[src/rtl/spi_sensor_master.sv]
// Mode-3 SPI master for register-level sensor access: one command byte {rw, reg_addr}
// followed by a 1..MAX_BYTES burst, with programmable SCK divider and per-byte handshakes.
module spi_sensor_master #(
  parameter int CLK_DIV   = 4,
  parameter int MAX_BYTES = 8,
  parameter int LEN_W     = $clog2(MAX_BYTES + 1)
) (
  input  logic             clk,
  input  logic             reset,
  input  logic             start,
  input  logic             rw,
  input  logic [6:0]       reg_addr,
  input  logic [LEN_W-1:0] len,
  input  logic [7:0]       wr_data,
  output logic             wr_next,
  output logic [7:0]       rd_data,
  output logic             rd_valid,
  output logic             busy,
  output logic             done,
  output logic             cs_n,
  output logic             sck,
  output logic             mosi,
  input  logic             miso
);

  localparam int               CNT_W     = $clog2(2 * CLK_DIV);
  localparam logic [CNT_W-1:0] DIV_LAST  = CNT_W'(CLK_DIV - 1);
  localparam logic [CNT_W-1:0] HOLD_LAST = CNT_W'(2 * CLK_DIV - 2);
  localparam logic [CNT_W-1:0] CNT_ONE   = CNT_W'(1);
  localparam logic [LEN_W-1:0] MAX_LEN   = LEN_W'(MAX_BYTES);
  localparam logic [LEN_W-1:0] LEN_ONE   = LEN_W'(1);

  typedef enum logic [2:0] {
    IDLE,
    SETUP,
    SHIFT,
    NEXT,
    HOLD,
    GUARD
  } state_t;

  state_t           state;
  logic [CNT_W-1:0] cnt;         // cycles within the current half-period / hold / guard
  logic [3:0]       half;        // half-period index within a byte, even = SCK low
  logic [7:0]       tx_sr;
  logic [7:0]       rx_sr;
  logic [LEN_W-1:0] bytes_left;
  logic             in_cmd;
  logic             read_txn;
  logic [LEN_W-1:0] eff_len;
  logic [7:0]       next_byte;

  // NOTE: every always_comb output gets a default before any branch, so no latch can be inferred.
  always_comb begin
    eff_len = len;
    if (len == '0) begin
      eff_len = LEN_ONE;
    end else if (len > MAX_LEN) begin
      eff_len = MAX_LEN;
    end
  end

  assign next_byte = read_txn ? 8'h00 : wr_data;

  // NOTE: all state below uses non-blocking assignments so every register sees pre-edge values.
  always_ff @(posedge clk) begin
    if (reset) begin
      state      <= IDLE;
      cnt        <= '0;
      half       <= '0;
      tx_sr      <= '0;
      rx_sr      <= '0;
      bytes_left <= '0;
      in_cmd     <= 1'b0;
      read_txn   <= 1'b0;
      wr_next    <= 1'b0;
      rd_data    <= 8'h00;
      rd_valid   <= 1'b0;
      busy       <= 1'b0;
      done       <= 1'b0;
      cs_n       <= 1'b1;
      sck        <= 1'b1;
      mosi       <= 1'b0;
    end else begin
      wr_next  <= 1'b0;
      rd_valid <= 1'b0;
      done     <= 1'b0;

      case (state)
        IDLE: begin
          if (start) begin
            tx_sr      <= {rw, reg_addr};
            read_txn   <= rw;
            bytes_left <= eff_len;
            in_cmd     <= 1'b1;
            busy       <= 1'b1;
            cs_n       <= 1'b0;
            cnt        <= '0;
            state      <= SETUP;
          end
        end

        // CS setup time; its last edge is also the first SCK falling edge.
        SETUP: begin
          if (cnt == DIV_LAST) begin
            cnt   <= '0;
            half  <= '0;
            sck   <= 1'b0;
            mosi  <= tx_sr[7];
            tx_sr <= {tx_sr[6:0], 1'b0};
            state <= SHIFT;
          end else begin
            cnt <= cnt + CNT_ONE;
          end
        end

        SHIFT: begin
          if (cnt == DIV_LAST) begin
            cnt  <= '0;
            half <= half + 4'd1;
            if (!half[0]) begin
              sck   <= 1'b1;
              rx_sr <= {rx_sr[6:0], miso};
              if (half == 4'd14) begin
                state <= NEXT;
              end
            end else begin
              sck   <= 1'b0;
              mosi  <= tx_sr[7];
              tx_sr <= {tx_sr[6:0], 1'b0};
            end
          end else begin
            cnt <= cnt + CNT_ONE;
          end
        end

        // First cycle of the byte's last high half-period: hand off the finished byte
        // and load the next one without stretching SCK.
        NEXT: begin
          in_cmd <= 1'b0;
          if (!in_cmd && read_txn) begin
            rd_data  <= rx_sr;
            rd_valid <= 1'b1;
          end
          if (bytes_left != '0) begin
            bytes_left <= bytes_left - LEN_ONE;
            wr_next    <= !read_txn;
            state      <= SHIFT;
            if (CLK_DIV == 1) begin
              sck   <= 1'b0;
              mosi  <= next_byte[7];
              tx_sr <= {next_byte[6:0], 1'b0};
              half  <= '0;
              cnt   <= '0;
            end else begin
              tx_sr <= next_byte;
              cnt   <= CNT_ONE;
            end
          end else begin
            cnt   <= '0;
            state <= HOLD;
          end
        end

        // Remainder of the last high half-period plus CLK_DIV cycles of CS hold.
        HOLD: begin
          if (cnt == HOLD_LAST) begin
            cnt   <= '0;
            cs_n  <= 1'b1;
            mosi  <= 1'b0;
            done  <= 1'b1;
            state <= GUARD;
          end else begin
            cnt <= cnt + CNT_ONE;
          end
        end

        GUARD: begin
          if (cnt == DIV_LAST) begin
            cnt   <= '0;
            busy  <= 1'b0;
            state <= IDLE;
          end else begin
            cnt <= cnt + CNT_ONE;
          end
        end

        default: state <= IDLE;
      endcase
    end
  end

endmodule

[config.mk]
export PLATFORM = sky130hd
export DESIGN_NAME = spi_sensor_master
export DESIGN_NICKNAME = d
export VERILOG_FILES = /design/src/rtl/spi_sensor_master.sv
export SDC_FILE = /design/constraint.sdc
export NUM_CORES = 1
export LEC_CHECK = 0
export BUFFER_PORTS_ARGS = -buffer_cell sky130_fd_sc_hd__buf_2
export CAP_MARGIN = 10
export CORE_ASPECT_RATIO = 0.8
export CORE_MARGIN = 3
export CORE_UTILIZATION = 45
export DETAILED_ROUTE_END_ITERATION = 6
export GPL_TIMING_DRIVEN = 0
export PLACE_DENSITY = 0.66
export REMOVE_ABC_BUFFERS = 1
export SYNTH_ARGS = -nofsm -noshare
export SYNTH_HDL_FRONTEND = slang
export SYNTH_SLANG_ARGS = --single-unit
[constraint.sdc]
create_clock -name clk -period 2.39 [get_ports clk]
set_input_delay 0.1195 -clock clk [delete_from_list [all_inputs] [get_ports clk]]
set_output_delay 0.1195 -clock clk [all_outputs]
set_load 0.01 [all_outputs]
==> results.yml, run 1 <==
logic_synthesis:
  asyncSetResetFlopFracSynth: 0
  post-synth-top-area-cell: "sky130_fd_sc_hd__dfxtp_1"
  synth_cell_type_count: 58
  synthFlopType: "sky130_fd_sc_hd__dfxtp_1"
  number_of_flops_mapped_to_enable_cells_by_yosys: 0
  syn-mean-instance-area_um2: 9.23
  synth-seq-cells: 47
  ys_warnings: 0
  post_synth_main_area_contributors: "sky130_fd_sc_hd__dfxtp_1 (39%), sky130_fd_sc_hd__mux2i_1 (6.6%), sky130_fd_sc_hd__a21oi_1 (4.1%), sky130_fd_sc_hd__nor2_1 (4.0%), sky130_fd_sc_hd__a211oi_2 (3.6%)"
  synthCells: 264
  syn_std_cell_area_um2: 2440
  ys_seq_area_frac: 0.386
  area_share_of_the_leading_cell_type_in_the_synthesized_netlist: 0.386
timing:
  worst_pin_slew_ns: 0.874
  final.setup.worst_slack_ns: 0.200
  slew_headroom: 0.417
  skew_ns: 0.0126
  tns_ns: 0
  grt_setup_unrepaired: "false"
  number_of_endpoints_with_negative_hold_slack_in_the_final_report: 0
  timing.final.crit_period_ns: 2.19
  final-setup-viol-count: 0
  clock.fmax_mhz: 457
  report.final.slew_viol_count: 0
  layout_worst_path_cycle_share: 0.916
worst_setup_path:
  worst_setup_path_startpoint: "state[1]"
  reg2reg_depth: 4
  cp_top_family: "compound AO/OA/AOI/OAI gates"
  crit_type: "flip-flop to flip-flop"
  crit_cells: 4
  critical_path.cell_chain: "inv_1 -> a311o_1 -> and2_2 -> a311oi_2"
  critPathSlowestCell: "sky130_fd_sc_hd__dfxtp_2"
  required_ns: 2.62
  critical_path_buffer_and_inverter_count: 1
  critical_path_arrival_ns: 2.42
  critical-path-max-stage-delay_ns: 0.64
  reg_to_reg_critical_path_startpoint: "state[1]"
  critical_path.max_fanout: 23
  setup.worst_path.end_class: "flip-flop"
  worstSetupStartpointType: "flip-flop"
routing:
  post_detailed_route_count_of_antenna_violating_nets: 0
  vias_per_cell: 5.83
  drt_pre_antenna_iters: 6
  routed-via-count: 2058
  drt_drc_violations_left: 0
  first_iter_violations: 132
  route.final.wire_length_um: 5410
  drt-wirelength-per-cell_um: 15.3
floorplanning:
  die_area_um2: 6340
  initial_core_util: 0.476
  number_of_standard_cell_rows_in_the_floorplan: 23
  ios: 39
  die-height_um: 71.8
  design.core.area_um2: 5120
  die_w_um: 88.3
place:
  routabilityCongestion: 0.767
  place_worst_setup_slack_ns: -0.171
  postPlaceCellArea_um2: 2620
  port-buffer-count: 38
  hpwlAfterDp_um: 3670
cells_and_area:
  multi_input_area_um2: 1370
  antenna_cells: 0
  seqCellArea_um2: 945
  layout.filler_cells: 488
  most-common-layout-cells: "sky130_fd_sc_hd__dfxtp_1 (44), sky130_fd_sc_hd__buf_2 (38), sky130_fd_sc_hd__nor2_1 (26), sky130_fd_sc_hd__a21oi_1 (20), sky130_fd_sc_hd__mux2i_1 (16)"
  mostFrequentLayoutCell: "sky130_fd_sc_hd__dfxtp_1"
  finish.net_count: 321
  drive_gt1_frac: 0.244
  post-route-cell-area_um2: 2760
  area_growth_syn_to_layout_pct: 13.0
clocking:
  cts.reportedPaths.clkPinSlew_ns: 0.10
  clock_tree_from_tritoncts: "yes"
  cts_hold_buffers: 0
  deepest_clock_path_buffer_count: 2
  clock-sinks: 47
  cts-root-buf: "sky130_fd_sc_hd__clkbuf_8"
  htreeDepth: 2
  numCtsBuffers: 5
  worstSkewPairLatency_ns: 0.31
power:
  maximum_resistive_drop_on_vdd_uv: 328
  power_density_nw_per_um2: 583
  post-layout-total-power_mw: 1.61
  p_leak_nw: 1.05
run:
  max_capacitance_violation_total: 0
global_routing:
  antenna_violations_before_repair: 0
  globalRoute.totalOverflow: 0
  vias_in_the_first_global_route: 1989
  grt.total_usage: 0.184
  grt_pass1_wl_um: 9250
  pin_count_of_the_biggest_net_entering_global_routing: 44
status:
  outcome: "finished clean"
hold_path:
  holdPathStages: 3
  min_path_type: "input port to flip-flop"
  holdCritStartpoint: "miso"
-- state kept, by name (all words and copies together) (netlist names), 3 cells and up --
signal,cells
bytes_left,4
cnt,3
half,4
rd_data,8
rx_sr,8
state,3
tx_sr,8
-- through the flow --
step,utilization,cells,hold WS [ns]
after floorplan,-,244,0.184
after global placement,0.508,344,0.369
after detailed placement,0.512,345,0.372
after CTS,0.535,353,0.0565
after global routing,0.538,353,0.0807
final,0.538,353,0.0627
-- cell families (layout without fill, tap and decap cells) --
logic type	count (synthesis)	in the layout	synth area share
compound gates	78	78	0.247
xor+xnor	3	3	0.0108
fa+ha+maj	7	7	0.0359
buf+inv	32	59	0.0606
flops	47	47	0.386
mux	16	16	0.0657
simple gates	81	81	0.194
-- power by group --
group	switching, mW	internal, mW
logic	0.0911	0.0785
clock network	0.279	0.317
registers	0.0312	0.808
-- timing repair --
item                                    CTS  global route
endpoints found under the setup margin   16            16
pin swaps                                 0             0
setup buffers                             0             0
resized for setup                         2             4
-- area by class of cell --
type	instances	share of cell area
inverter	12	0.0163
sequential	47	0.343
multi-input combinational	185	0.499
timing repair buffer	39	0.0718
clock inverter	3	0.0173
clock buffer	5	0.0250
tap	62	0.0282
-- worst register-to-register path: stages (launching register included) --
cell                       delay, ns
sky130_fd_sc_hd__dfxtp_2        0.64
sky130_fd_sc_hd__inv_1          0.37
sky130_fd_sc_hd__a311o_1        0.55
sky130_fd_sc_hd__and2_2         0.33
sky130_fd_sc_hd__a311oi_2       0.21
-- Yosys cell counts, types with 3 or more instances --
master	count
sky130_fd_sc_hd__nor3_1	3
sky130_fd_sc_hd__nor3b_1	3
sky130_fd_sc_hd__a22oi_1	9
sky130_fd_sc_hd__mux2i_1	16
sky130_fd_sc_hd__a32oi_1	3
sky130_fd_sc_hd__dfxtp_1	47
sky130_fd_sc_hd__a31oi_1	3
sky130_fd_sc_hd__o21ai_0	4
sky130_fd_sc_hd__nand2_1	14
sky130_fd_sc_hd__nor2b_1	4
sky130_fd_sc_hd__nand3_1	3
sky130_fd_sc_hd__nor2_1	26
sky130_fd_sc_hd__clkbuf_1	9
sky130_fd_sc_hd__buf_2	7
sky130_fd_sc_hd__a211oi_2	7
sky130_fd_sc_hd__and2_1	3
sky130_fd_sc_hd__a21oi_1	20
sky130_fd_sc_hd__ha_1	7
sky130_fd_sc_hd__inv_1	11
sky130_fd_sc_hd__o21a_1	7
sky130_fd_sc_hd__a222oi_1	7
sky130_fd_sc_hd__or3_1	3
sky130_fd_sc_hd__nand4b_1	3
-- routing by layer --
metal | track usage | vias to the layer above | part of all wire
li1 | - | 1031 | -
met1 | 0.249 | 979 | 0.48
met2 | 0.290 | 41 | 0.46
met3 | 0.0391 | 7 | 0.055
met4 | 0.0621 | 0 | 0.011
met5 | 0 | - | 0
-- path summary, 6_finish.rpt --
kind                   endpoint  slack [ns]
hold reg to reg   bytes_left[0]        0.47
setup reg to reg       tx_sr[0]        0.20
setup / recovery       tx_sr[0]        0.20
hold / removal         rx_sr[0]        0.06
(Power assumes the default switching activity.)
==> run 2, diff against run 1 <==
--- a/config.mk
+++ b/config.mk
@@ -5,14 +5,15 @@
 export SDC_FILE = /design/constraint.sdc
 export NUM_CORES = 1
 export LEC_CHECK = 0
+export ABC_AREA = 1
 export BUFFER_PORTS_ARGS = -buffer_cell sky130_fd_sc_hd__buf_2
 export CAP_MARGIN = 10
 export CORE_ASPECT_RATIO = 0.8
-export CORE_MARGIN = 3
-export CORE_UTILIZATION = 45
+export CORE_MARGIN = 4
+export CORE_UTILIZATION = 51
 export DETAILED_ROUTE_END_ITERATION = 6
 export GPL_TIMING_DRIVEN = 0
-export PLACE_DENSITY = 0.66
+export PLACE_DENSITY = 0.73
 export REMOVE_ABC_BUFFERS = 1
 export SYNTH_ARGS = -nofsm -noshare
 export SYNTH_HDL_FRONTEND = slang
==> run 2 against run 1 <==
Area after synthesis down 3.9%. Global-route usage down 0.59 points. Register-to-register slack better by 0.54 ns. Sequential power up 20%. Setup slack better by 0.54 ns. Highest routed layer unchanged. Via count up 3.7%. Largest cell class unchanged. Fmax up 33%. Clock skew down 0.0053 ns. First-iteration DRC count down 26%. Utilization up 7.9 points. Power up 64%.
==> results.yml, run 2 <==
clocking:
  cts-resized-gates: 0
  worstSkewPairLatency_ns: 0.30
  clock-sinks: 47
  deepest_clock_path_buffer_count: 2
  htreeDepth: 2
  cts.reportedPaths.clkPinSlew_ns: 0.09
  cts-root-buf: "sky130_fd_sc_hd__clkbuf_8"
  clock_tree_from_tritoncts: "yes"
  cts_hold_buffers: 0
  numCtsBuffers: 5
  number_of_setup_buffers_added_after_cts: 0
worst_setup_path:
  regToRegSetupSlack_ns: 0.74
  crit_type: "flip-flop to flip-flop"
  critical_path_arrival_ns: 1.90
  critical-path-max-stage-delay_ns: 0.58
  timing.critical_path.mode_cell: "sky130_fd_sc_hd__nand2_1"
  worst_setup_path_startpoint: "state[1]"
  cp_top_family: "simple AND/OR/NAND/NOR gates"
  setup.worst_path.end_class: "flip-flop"
  timing.critical_path.to: "tx_sr[2]"
  critical_path_buffer_and_inverter_count: 1
  required_ns: 2.64
  critPathSlowestCell: "sky130_fd_sc_hd__dfxtp_1"
  reg2reg_depth: 8
  critical_path.max_fanout: 14
  r2r_end: "tx_sr[2]"
  worstSetupStartpointType: "flip-flop"
  crit_cells: 8
  critical_path.cell_chain: "nor2_1 -> nand3b_1 -> nand2_1 -> inv_1 -> nand3_2 -> nand2_1 -> nand2_1 -> nor2_1"
  reg_to_reg_critical_path_startpoint: "state[1]"
routing:
  drt-wirelength-per-cell_um: 10.8
  routed-via-count: 2134
  first_iter_violations: 98
  drt_pre_antenna_iters: 4
  vias_per_cell: 4.84
  drt_drc_violations_left: 0
  route.final.wire_length_um: 4780
  post_detailed_route_count_of_antenna_violating_nets: 0
logic_synthesis:
  synth-seq-cells: 47
  area_share_of_the_leading_cell_type_in_the_synthesized_netlist: 0.402
  synth_compound_area_frac: 0.130
  synthFlopType: "sky130_fd_sc_hd__dfxtp_1"
  syn_std_cell_area_um2: 2340
  ys_warnings: 0
  yosys-mux-area-fraction: 0
  asyncSetResetFlopFracSynth: 0
  syn-mean-instance-area_um2: 6.75
  synth_cell_type_count: 29
  post_synth_most_frequent_cells: "sky130_fd_sc_hd__nand2_1 (84), sky130_fd_sc_hd__nor2_1 (55), sky130_fd_sc_hd__dfxtp_1 (47)"
  yosys.cell_count.top_type: "sky130_fd_sc_hd__nand2_1"
  post_synth_main_area_contributors: "sky130_fd_sc_hd__dfxtp_1 (40%), sky130_fd_sc_hd__nand2_1 (13%), sky130_fd_sc_hd__nor2_1 (8.8%), sky130_fd_sc_hd__inv_1 (7.1%), sky130_fd_sc_hd__a21oi_1 (5.6%)"
  synthSimpleGateAreaFrac: 0.330
  synth_top_family_by_area: "simple AND/OR/NAND/NOR gates"
  synthCells: 347
  xor_xnor_share_of_the_synthesized_area: 0
  ys_seq_area_frac: 0.402
  post-synth-top-area-cell: "sky130_fd_sc_hd__dfxtp_1"
  synthAdderAreaFrac: 0.0374
  number_of_flops_mapped_to_enable_cells_by_yosys: 0
hold_path:
  min_path_type: "input port to flip-flop"
cells_and_area:
  drive_gt1_frac: 0.148
  mostFrequentLayoutCell: "sky130_fd_sc_hd__nand2_1"
  antenna_cells: 0
  finish.net_count: 414
  layout.filler_cells: 422
  area_growth_syn_to_layout_pct: 13.6
  most-common-layout-cells: "sky130_fd_sc_hd__nand2_1 (84), sky130_fd_sc_hd__nor2_1 (55), sky130_fd_sc_hd__dfxtp_1 (47), sky130_fd_sc_hd__inv_1 (44), sky130_fd_sc_hd__buf_2 (38)"
  reg.largest.list: "rd_data x8, rx_sr x8, tx_sr x8"
  utilization: 0.617
  instances_no_fill: 441
run:
  max_capacitance_violation_total: 0
place:
  dpl.cell_count: 433
  routabilityCongestion: 0.794
  port-buffer-count: 38
  hpwlAfterDp_um: 3430
timing:
  layout_worst_path_cycle_share: 0.690
  timing.final.crit_period_ns: 1.65
  report.final.slew_viol_count: 0
  slew_headroom: 0.418
  worst_pin_slew_ns: 0.872
  grt_setup_unrepaired: "false"
  skew_ns: 0.00726
  tns_ns: 0
  number_of_endpoints_with_negative_hold_slack_in_the_final_report: 0
  clock.fmax_mhz: 607
  final-setup-viol-count: 0
  timing.hold.ws_ns: 0.0412
power:
  maximum_resistive_drop_on_vdd_uv: 575
  p_leak_nw: 1.31
  power_density_nw_per_um2: 987
  post-layout-total-power_mw: 2.63
global_routing:
  antenna_violations_before_repair: 0
  vias_in_the_first_global_route: 1922
  grt.total_usage: 0.178
  globalRoute.totalOverflow: 0
  grt_pass1_wl_um: 8270
  pin_count_of_the_biggest_net_entering_global_routing: 34
floorplanning:
  die-height_um: 68.6
  die_w_um: 83.8
  initial_core_util: 0.544
  number_of_standard_cell_rows_in_the_floorplan: 21
  ios: 39
  design.core.area_um2: 4310
  die_area_um2: 5750
status:
  outcome: "finished clean"
run 2: cell count changes after synthesis, sizes merged, moves of 6 or more:
cell | previous run | this run
nand3 | 3 | 28
a21oi | 20 | 26
nand2 | 14 | 87
a222oi | 7 | 0
a22oi | 9 | 1
clkbuf | 9 | 3
nor2 | 27 | 57
o21ai | 5 | 26
mux2i | 16 | 0
inv | 12 | 47
a211oi | 7 | 0
o21a | 7 | 0
run 2: tightest hold or removal path, cell delays in order:
cell and delay, ns:
sky130_fd_sc_hd__buf_2 0.07, sky130_fd_sc_hd__nor2_1 0.03, sky130_fd_sc_hd__nor2_1 0.08
run 2: worst min-delay path by stage:
| stage | endpoint | startpoint | depth (start not counted) | slack, ns |
|---|---|---|---|---|
| 6_report | rx_sr[0] | miso | 3 | 0.04 |
| 5_1_grt | rx_sr[0] | miso | 3 | 0.07 |
| 4_1_cts | rx_sr[0] | miso | 3 | 0.04 |
| 3_5_place_dp | rx_sr[0] | miso | 3 | 0.36 |
| 3_3_place_gp | rx_sr[0] | miso | 3 | 0.35 |
| 2_1_floorplan | busy | reset | 1 | 0.19 |
run 2: cell type report:
class | count | area, µm² | share of cell area
tap | 57 | 71.3 | 0.0268
timing repair buffer | 38 | 190 | 0.0715
multi-input combinational | 244 | 1170 | 0.438
inverter | 47 | 176 | 0.0663
clock buffer | 5 | 68.8 | 0.0259
clock inverter | 3 | 46.3 | 0.0174
sequential | 47 | 941 | 0.354
run 2: power by group:
group	switching (mW)	internal, mW
clock network	0.277	0.315
logic	0.668	0.357
registers	0.0983	0.910
run 2: routing by layer:
layer / vias up / wire (µm) / track usage
li1: 1169 / - / -
met1: 901 / 2380 / 0.232
met2: 62 / 2020 / 0.289
met3: 2 / 353 / 0.0558
met4: 0 / 29 / 0.0482
met5: - / 0 / 0
run 2: cell families (layout without fill, tap and decap cells):
kind of cell / count (synthesis) / count (layout)
flops: 47 / 47
compound gates: 58 / 58
simple gates: 179 / 179
buf+inv: 56 / 93
fa+ha+maj: 7 / 7
run 2: metrics by stage:
stage,setup slack (ns),instance area (µm²)
finish,0.742,2660
global route,0.541,2660
CTS,0.744,2660
detailed placement,0.761,2540
global placement,0.776,2540
floorplan,1.00,2280
